## src/rtl/err_scan_ctrl.sv

```systemverilog
// err_scan_ctrl: buffers an 8-word frame, scans it against D0/D1 for
// deviating words and reports the agreed word plus the position of a single
// outlier, or flags the frame as unresolvable.
module err_scan_ctrl #(
    parameter int W = 4
) (
    input  logic         clk,
    input  logic         rst,
    input  logic         clr,
    input  logic [W-1:0] in_data,
    input  logic         in_valid,
    output logic         in_ready,
    output logic         out_valid,
    input  logic         out_ready,
    output logic [W-1:0] y,
    output logic         e,
    output logic         multi,
    output logic [2:0]   idx
);

    typedef enum logic [1:0] {LOAD, SCAN, DONE} state_t;

    state_t       state, state_n;
    logic [W-1:0] mem [8];
    logic [2:0]   widx;     // next buffer slot to fill
    logic [2:0]   sidx;     // word compared this SCAN cycle (1..7)
    logic [3:0]   c0;       // words equal to D0 so far
    logic [2:0]   c1;       // words (i>=2) equal to D1 so far
    logic [2:0]   fm;       // first word differing from D0; 0 means none yet
    logic         accept;
    logic         hit0, hit1;
    logic [3:0]   c0_n;
    logic [2:0]   c1_n, fm_n;

    // a clear in the same cycle wins over the word handshake
    assign accept = in_valid && in_ready && !clr;

    // this cycle's comparison folded into the counters; the final SCAN
    // cycle resolves from these so the 7th comparison is not lost
    always_comb begin
        hit0 = (mem[sidx] == mem[0]);
        hit1 = (sidx >= 3'd2) && (mem[sidx] == mem[1]);
        c0_n = c0 + {3'b000, hit0};
        c1_n = c1 + {2'b00, hit1};
        fm_n = (fm == 3'd0 && !hit0) ? sidx : fm;
    end

    // state register
    always_ff @(posedge clk or posedge rst) begin
        if (rst) state <= LOAD;
        else     state <= state_n;
    end

    // next-state logic
    always_comb begin
        state_n = state;
        if (clr) begin
            state_n = LOAD;
        end else begin
            case (state)
                LOAD:    if (accept && widx == 3'd7) state_n = SCAN;
                SCAN:    if (sidx == 3'd7)           state_n = DONE;
                DONE:    if (out_ready)              state_n = LOAD;
                default:                             state_n = LOAD;
            endcase
        end
    end

    // handshake outputs decoded from state
    always_comb begin
        in_ready  = (state == LOAD);
        out_valid = (state == DONE);
    end

    // frame buffer, scan counters and registered result
    always_ff @(posedge clk or posedge rst) begin
        if (rst) begin
            for (int i = 0; i < 8; i++) mem[i] <= '0;
            widx  <= 3'd0;
            sidx  <= 3'd1;
            c0    <= 4'd0;
            c1    <= 3'd0;
            fm    <= 3'd0;
            y     <= '0;
            e     <= 1'b0;
            multi <= 1'b0;
            idx   <= 3'd0;
        end else if (clr) begin
            widx  <= 3'd0;
            sidx  <= 3'd1;
            c0    <= 4'd0;
            c1    <= 3'd0;
            fm    <= 3'd0;
            y     <= '0;
            e     <= 1'b0;
            multi <= 1'b0;
            idx   <= 3'd0;
        end else begin
            case (state)
                LOAD: begin
                    sidx <= 3'd1;
                    c0   <= 4'd0;
                    c1   <= 3'd0;
                    fm   <= 3'd0;
                    if (accept) begin
                        mem[widx] <= in_data;
                        widx      <= widx + 3'd1;
                    end
                end
                SCAN: begin
                    c0   <= c0_n;
                    c1   <= c1_n;
                    fm   <= fm_n;
                    sidx <= sidx + 3'd1;
                    if (sidx == 3'd7) begin
                        if (c0_n == 4'd7) begin
                            y <= mem[0]; e <= 1'b0; multi <= 1'b0; idx <= 3'd0;
                        end else if (c0_n == 4'd6) begin
                            y <= mem[0]; e <= 1'b1; multi <= 1'b0; idx <= fm_n;
                        end else if (c0_n == 4'd0 && c1_n == 3'd6) begin
                            y <= mem[1]; e <= 1'b1; multi <= 1'b0; idx <= 3'd0;
                        end else begin
                            y <= '0;     e <= 1'b1; multi <= 1'b1; idx <= 3'd0;
                        end
                    end
                end
                DONE: begin
                    if (out_ready) begin
                        widx  <= 3'd0;
                        y     <= '0;
                        e     <= 1'b0;
                        multi <= 1'b0;
                        idx   <= 3'd0;
                    end
                end
                default: widx <= 3'd0;
            endcase
        end
    end

endmodule
```

## config.mk

```make
export PLATFORM = sky130hd
export DESIGN_NAME = err_scan_ctrl
export DESIGN_NICKNAME = d
export VERILOG_FILES = /design/src/rtl/err_scan_ctrl.sv
export SDC_FILE = /design/constraint.sdc
export NUM_CORES = 1
export LEC_CHECK = 0
export CORE_MARGIN = 5
export CORE_UTILIZATION = 50
export CTS_CLUSTER_DIAMETER = 50
export DETAILED_ROUTE_END_ITERATION = 10
export DONT_BUFFER_PORTS = 1
export GPL_ROUTABILITY_DRIVEN = 0
export HOLD_SLACK_MARGIN = 0.15
export PLACE_DENSITY_LB_ADDON = 0.12
export SETUP_SLACK_MARGIN = 0.1
export SYNTH_ARGS = -nofsm -noshare
export SYNTH_HDL_FRONTEND = slang
export SYNTH_SLANG_ARGS = --single-unit
```

## constraint.sdc

```tcl
create_clock -name clk -period 11.05 [get_ports clk]
set_input_delay 1.6575 -clock clk [delete_from_list [all_inputs] [get_ports clk]]
set_output_delay 1.6575 -clock clk [all_outputs]
set_load 0.03 [all_outputs]
```

======== Yosys cells after proc, flatten, opt, wreduce, memory -nomap -nowiden ========
Cells that the tools add are included.
word-level totals
  register bits after elaboration ......... 59
  input bits .............................. 9
  word-level logic and storage cells ...... 108
cells by class
  $add $sub $neg .......................... 4
  $lt $le $gt $ge ......................... 4
  equal/unequal tests ..................... 14
  mux-type cells .......................... 47
  bitwise logic cells ..................... 3
  reductions and logical operators ........ 18
operator list
  operator               count
  $mux W4                10
  $mux W3                11
  $bwmux W32             1
  $pmux W3 S2            4
  $pmux W4 S2            2
  $bmux W4 S3            1
  $demux W4 S3           1
  $reduce_and A3 Y1      4
  $eq A3 B3 Y1 const B   3
  $mux W1                9
  $ne A3 B2 Y1 const B   3
  $pmux W3 S3            1
  $eq A4 B3 Y1 const B   2
  $eq A4 B4 Y1           2
  $ge A4 B4 Y1 const B   2
  $mux W2                4
  $not A3 Y4             2
  $logic_and A1 B1 Y1    7
  $add A3 B1 Y3 const B  2
  $pmux W2 S3            1
  $reduce_bool A3 Y1     2
  $add A4 B1 Y4          1
  $logic_not A4 Y1       1
  $lt A4 B1 Y1 const B   1
  other kinds (11)       13

======== Depth between registers and ports, before layout ========
Gate-level depths: netlist of run 1.
  word-level depth ........................ 15
  gate-level depth with buffers ........... 15
  mapped depth without buffers ............ 13

======== Worst setup path before layout of run 1 ========
No wires, ideal clock.
  kind .................................... reg2reg
  from .................................... register sidx[0]
  to ...................................... register y[0]
  arrival ................................. 3.420 ns
  path slack .............................. 7.547 ns
  stages on the path, launching flop included .. 13
  clock period less this slack ............ 3.503 ns
  cell sequence ........................... dfstp_2 -> buf_6 -> mux4_2 -> nand2_1 -> o21ai_1 -> xor2_1 -> nor3_1 -> ha_1 -> ha_1 -> or4b_2 -> nor3_1 -> a22oi_1 -> o21ai_0
between the ends
  cells in the longest elaborated chain, start to end .. 15
RTL lines
  item                                        line    source
  start: declaration                          26      logic [2:0] sidx;
  start signal: assignment                    114     sidx <= sidx + 3'd1;
  $not A3 Y4 (not written as such)            41, 42
  $bmux W4 S3                                 41, 42
  $mux W4 (not written as such) (2 in a row)  41, 42
  $eq A4 B4 Y1                                42      hit1 = (sidx >= 3'd2) && (mem[sidx] == mem[1]);
  $logic_and A1 B1 Y1                         42
  $add A3 B1 Y3                               44      c1_n = c1 + {2'b00, hit1};
  $eq A3 B3 Y1                                120     end else if (c0_n == 4'd0 && c1_n == 3'd6) begin
  $logic_and A1 B1 Y1                         120
  $mux W4                                     120
  $mux W4                                     118     end else if (c0_n == 4'd6) begin
  $mux W4                                     116     if (c0_n == 4'd7) begin
  $mux W4                                     115     if (sidx == 3'd7) begin
  $pmux W4 S2                                 99      case (state)
  $mux W4                                     88      end else if (clr) begin
  end signal: assignment                      117     y <= mem[0]; e <= 1'b0; multi <= 1'b0; idx <= 3'd0;
  end signal: assignment                      119     y <= mem[0]; e <= 1'b1; multi <= 1'b0; idx <= fm_n;
  end signal: assignment                      121     y <= mem[1]; e <= 1'b1; multi <= 1'b0; idx <= 3'd0;
  end: declaration                            15      output logic [W-1:0] y,
Several ways; a longest one is shown, not always the timed one. The select of a mux whose other input is x is not followed.
A chain may end at the register's enable or synchronous reset.

======== Final worst setup path of run 1 ========
Ends and elaborated chain as after synthesis.

==> run metrics, run 1 <==
# DRC=0; HPWL after detailed placement=4320 µm; synthesis-stage register bit count=59; wire per inst=18.0 µm; met1 Usage GRT=0.248; nets@finish=283; Initial Utilization=0.513; first-pass GRT wire length=10600 µm; CTS Hold Bufs=0; Final ANT Viol Nets=0; Seq/Total Area, Yosys=0.486; Synth async-reset ratio=1.00; Max Cap Viol=0; post-route insts no fill=345; Max rail drop VDD=97.1 µV; critical path's slowest cell=dfstp_2; CP Class=reg2reg; core area=5920 µm²; syn_nets=278; GR Util met3=0.0405; CP Capture Type=flop; CTS resizes=0; most frequent cell after synthesis=dfrtp_1; CP cell instances=mux4_2, nand2_1, o21ai_1, xor2_1, nor3_1, ha_1, ha_1, or4b_2, nor3_1, a22oi_1, o21ai_0; CTS tree=yes; Final Hold Viols=0; Diodes inserted=0; worst slew pin tran=0.750 ns; yosys warns=0; Setup TNS=0 ns; hold path depth=1; Detailed Route Iter0 Violations=62; biggest area consumer among synthesized cells=dfrtp_1; CP max stage delay=0.84 ns; number of setup buffers added after CTS=0; TritonRoute pass-1 iters=4; met2 Track Usage GR=0.279; Final min period=4.29 ns; leakage power=0.00158 µW; status=complete, no violations; Max Freq=233 MHz; initial antenna violation count=0; Row Count=28; Hold Path Sink=mem[4]; Synth-to-Final Area Change=7.82%; min-delay worst type=reg2reg; Post-Place Cells=329; Worst-Skew Late Latency=0.34 ns; chip height=88.0 µm; vias after detailed routing=2028; drt total wl=6210 µm; I/O pin cnt=20; RSZ-0062 raised after global routing=false; mean area per synthesized cell=11.7 µm²; FF-to-FF End=y[0]; final setup fails=0; post-place setup slack=6.81 ns; vias in the first global route=2020; Worst R2R Path Depth=11; Synth cell types=47; Worst slew margin=0.496; Synth top area share=0.478; clock sink total=59; crit share post-route=0.388; GRT overflow=0; Core Util, Final=0.553; HP Start=mem[4]; post-synthesis cell count=260; most used flip-flop cell after synthesis=dfrtp_1; Worst Setup SP=sidx[0]; final worst slack=6.76 ns; CTS Buffer Depth=2; Worst Clk Skew=0.00848 ns; fill count=534; Avg Vias per Cell=5.88; Die Area=7740 µm²; die width=88.0 µm; Data required, critical path=11.31 ns; Worst-path clk slew=0.07 ns; Syn Std Cell Area=3040 µm²; origin of the critical flop-to-flop path=sidx[0]; Post-synth top cells=dfrtp_1, mux2_2, nand2_1, nor2_1, o21ai_0; Worst Path Buf+Inv=0; reg-to-reg slack, setup=6.76 ns; largest net degree at the start of global routing=60; Slew Limit Fails=0; CTS H-tree depth=3; EDFF count, synth=0; top cells by area, synth=dfrtp_1, mux2_2, ha_1; total CTS buffers=9; family with the most delay on the worst path=simple AND/OR/NAND/NOR gates; critical path peak fanout=18; GRT Max-Usage Layer=met2; CTS Root Cell=clkbuf_8; CP Data Arrival Time=4.55 ns; Power Density=157 nW/µm²; GRT Overall Usage=0.183; Port Buffer Count=0; startpoint type of the worst setup path=flop; layout cell share with drive strength beyond 1=0.233
==> worst max-delay path by stage <==
| stage | to | cells after the start |
|---|---|---|
| 5_1_grt | y[3] | 11 |
| 3_5_place_dp | y[0] | 11 |
| 4_1_cts | y[0] | 11 |
| 6_report | y[0] | 11 |
| 2_1_floorplan | y[0] | 12 |
| 3_3_place_gp | y[2] | 11 |
==> layer usage <==
| layer | share of wire | up-vias |
|---|---|---|
| met1 | 0.47 | 1012 |
| met4 | 0.021 | 0 |
| li1 | - | 976 |
| met5 | 0 | - |
| met2 | 0.48 | 30 |
| met3 | 0.035 | 10 |
==> sequential cells by signal, summed over array words and instances (netlist names) <==
signal and count:
idx 3, mem 32, y 4, e 1, state 2, widx 3, multi 1, c0 4
c1 3, sidx 3, fm 3
==> power by group <==
group	internal, µW	switching [µW]	leakage (µW)
Combinational	34.6	34.9	0.000683
Sequential	234	17.1	0.000793
Clock	109	84.2	0.0000991
Total	378	136	0.00158
==> layout by cell type, fill, tap and decap left out, types with 4 or more instances in the layout <==
| cell | n |
|---|---|
| nor3_1 | 7 |
| a21oi_1 | 4 |
| nor2_1 | 12 |
| a22o_1 | 10 |
| o311ai_0 | 4 |
| ha_1 | 9 |
| xnor2_1 | 4 |
| a22oi_1 | 7 |
| nor2b_1 | 6 |
| mux2_2 | 35 |
| nand2_1 | 27 |
| o21ai_0 | 11 |
| clkbuf_8 | 10 |
| nor4b_1 | 4 |
| dfrtp_1 | 58 |
| mux2i_1 | 9 |
==> cell type report <==
cell class,instances,area [µm²],area share
clock buffer,11,141,0.0431
tap,75,93.8,0.0286
multi-input combinational,191,1490,0.456
inverter,3,11.3,0.00344
timing repair buffer,1,7.51,0.00229
clock inverter,5,52.6,0.0160
sequential,59,1480,0.451
==> per-stage QoR <==
stage	power, µW	hold slack (ns)	instance area [µm²]
after CTS	520	0.504	3280
after detailed placement	325	0.490	3080
after global routing	542	0.524	3280
final	514	0.503	3280
after global placement	323	0.482	3080
after floorplan	307	0.471	3040
==> kinds of logic (layout without fill, tap and decap cells) <==
| family | count (synthesis) | after routing | synth area share |
|---|---|---|---|
| multiplexers | 47 | 47 | 0.180 |
| AND/OR/NAND/NOR | 79 | 79 | 0.138 |
| AO/OA/AOI/OAI | 49 | 49 | 0.115 |
| flip-flops | 59 | 59 | 0.486 |
| adder cells (fa/ha/maj) | 9 | 9 | 0.0371 |
| XOR/XNOR | 7 | 7 | 0.0202 |
| buffers and inverters | 10 | 20 | 0.0226 |
No activity file was read; power rests on OpenSTA's default activity.
==> run 2, diff against run 1 <==
==> constraint.sdc (replaced) <==
create_clock -name clk -period 4.4 [get_ports clk]
set_input_delay 0.66 -clock clk [delete_from_list [all_inputs] [get_ports clk]]
set_output_delay 0.66 -clock clk [all_outputs]
set_load 0.03 [all_outputs]
==> run 2 against run 1 <==
  * Die area unchanged
  * First-iteration DRC count increased by 42%
  * Setup slack got worse by 6.3 ns
  * Flip-flop and latch count unchanged
  * Global-route usage increased by 0.18 points
  * Register-to-register slack got worse by 6.3 ns
  * Count of clock-buffer cells in the layout unchanged
  * Non-clock buffer count increased by 2
  * Cell count increased by 0.58%
  * Critical path type unchanged
  * Largest power group unchanged
==> run metrics, run 2 (same netlist as run 1, synthesis figures left out) <==
M1 WL=2820 µm (was 2900 µm); Slew Limit Fails=0 (unchanged); status=complete, no violations (unchanged); first-pass GRT wire length=10900 µm (was 10600 µm); drt total wl=6320 µm (was 6210 µm); chip height=88.0 µm (unchanged); CTS tree=yes (unchanged); startpoint type of the worst setup path=flop (unchanged); largest net degree at the start of global routing=40 (was 60); clock sink total=59 (unchanged); nets@finish=285 (was 283); Top reg by flops=mem (unchanged); final worst slack=0.480 ns (was 6.76 ns); GRT Overall Usage=0.185 (was 0.183); Power Density=399 nW/µm² (was 157 nW/µm²); CP Capture Type=flop (unchanged); GRT overflow=0 (unchanged); Synth-to-Final Area Change=8.93% (was 7.82%); Diodes inserted=0 (unchanged); wire per inst=18.2 µm (was 18.0 µm); wire length on met2=3080 µm (was 2970 µm); number of flip-flops in the largest register=32 (unchanged); HPWL after detailed placement=4540 µm (was 4320 µm); I/O pin cnt=20 (unchanged); Die Area=7740 µm² (unchanged); die width=88.0 µm (unchanged); design area=3310 µm² (was 3280 µm²); commonest non-fill, non-tap cell in the layout=dfrtp_1 (unchanged); number of setup buffers added after CTS=0 (unchanged); Final Hold Viols=0 (unchanged); CTS resizes=0 (unchanged); layout cell share with drive strength beyond 1=0.243 (was 0.233); Worst-path clk slew=0.08 ns (was 0.07 ns); vias after detailed routing=2048 (was 2028); family with the most delay on the worst path=simple AND/OR/NAND/NOR gates (unchanged); Max rail drop VDD=237 µV (was 97.1 µV); total power draw=1320 µW (was 514 µW); total CTS buffers=9 (unchanged); Detailed Route Iter0 Violations=88 (was 62); Worst Path Buf+Inv=1 (was 0); RSZ-0062 raised after global routing=false (unchanged); initial antenna violation count=0 (unchanged); Max Cap Viol=0 (unchanged); CP Class=reg2reg (unchanged); TritonRoute pass-1 iters=4 (unchanged); Final ANT Viol Nets=0 (unchanged); Area after DPL=3100 µm² (was 3080 µm²); fill count=508 (was 534); Worst Clk Skew=0.0122 ns (was 0.00848 ns); Final min period=3.92 ns (was 4.29 ns); most frequent cells in the layout=dfrtp_1, mux2_2, nand2_1, nor2_1 (was dfrtp_1, mux2_2, nand2_1, nor2_1, o21ai_0); CTS Hold Bufs=0 (unchanged); Max Freq=255 MHz (was 233 MHz); critical path's slowest cell=dfstp_2 (unchanged); Worst slew margin=0.481 (was 0.496); crit share post-route=0.891 (was 0.388); CP cell instances=mux4_2, nand2_1, o21ai_1, xor2_1, nor3_1, ha_1, ha_1, or4b_2, nor3_1, buf_4, a22oi_1, o21ai_0 (was mux4_2, nand2_1, o21ai_1, xor2_1, nor3_1, ha_1, ha_1, or4b_2, nor3_1, a22oi_1, o21ai_0); CTS H-tree depth=3 (unchanged); Initial Utilization=0.513 (unchanged); # DRC=0 (unchanged); worst slew pin tran=0.776 ns (was 0.750 ns); Setup TNS=0 ns (unchanged); core area=5920 µm² (unchanged); CP max stage delay=0.83 ns (was 0.84 ns); Row Count=28 (unchanged); leakage power=0.00159 µW (was 0.00158 µW); Data required, critical path=4.65 ns (was 11.31 ns); Port Buffer Count=0 (unchanged); vias in the first global route=2172 (was 2020); Worst-Skew Late Latency=0.34 ns (about the same); biggest regs=mem: 32 flops, c0: 4 flops, y: 4 flops (unchanged); post-place setup slack=0.525 ns (was 6.81 ns); critical path peak fanout=18 (unchanged); CP Data Arrival Time=4.17 ns (was 4.55 ns); CTS Root Cell=clkbuf_8 (unchanged); Avg Vias per Cell=5.90 (was 5.88); CTS Buffer Depth=2 (unchanged); min-delay worst type=in2async (was reg2reg); DR top layer=met4 (unchanged); met3 WL=305 µm (was 220 µm); final setup fails=0 (unchanged)
-- run 2: through the flow --
stage | hold WS (ns) | cells | utilization
3_5_place_dp | 0.493 | 331 | 0.523
5_1_grt | 0.246 | 347 | 0.559
4_1_cts | 0.229 | 347 | 0.559
2_1_floorplan | 0.471 | 260 | -
6_report | 0.217 | 347 | 0.559
3_3_place_gp | 0.485 | 331 | 0.523
-- run 2: area by class of cell --
cell class,count,area (µm²),area share
clock inverter,5,61.3,0.0185
sequential,59,1480,0.446
timing repair buffer,3,22.5,0.00680
tap,75,93.8,0.0283
inverter,3,11.3,0.00340
multi-input combinational,191,1490,0.451
clock buffer,11,151,0.0457
-- run 2: worst paths after layout --
check,from,endpoint,slack [ns],cells past startpoint
max reg2reg,sidx[0],y[0],0.48,12
min reg2reg,mem[22],mem[22],0.51,1
min in group clk,clr,state[1],0.37,1
max,sidx[0],y[0],0.48,12
min,rst,widx[1],0.22,1
max in group asynchronous,rst,sidx[0],3.30,2
-- run 2: report_power, final --
part | internal, µW | switching (µW) | total, µW | leakage [µW]
sequential | 588 | 42.6 | 631 | 0.000793
combinational | 86.8 | 86.9 | 174 | 0.000694
clock | 293 | 222 | 515 | 0.0000978
-- run 2: per-layer routing --
metal  vias up  GRT usage
met2        40      0.298
met1      1020      0.235
met4         0     0.0697
li1        979          -
met5         -          0
met3         9     0.0574
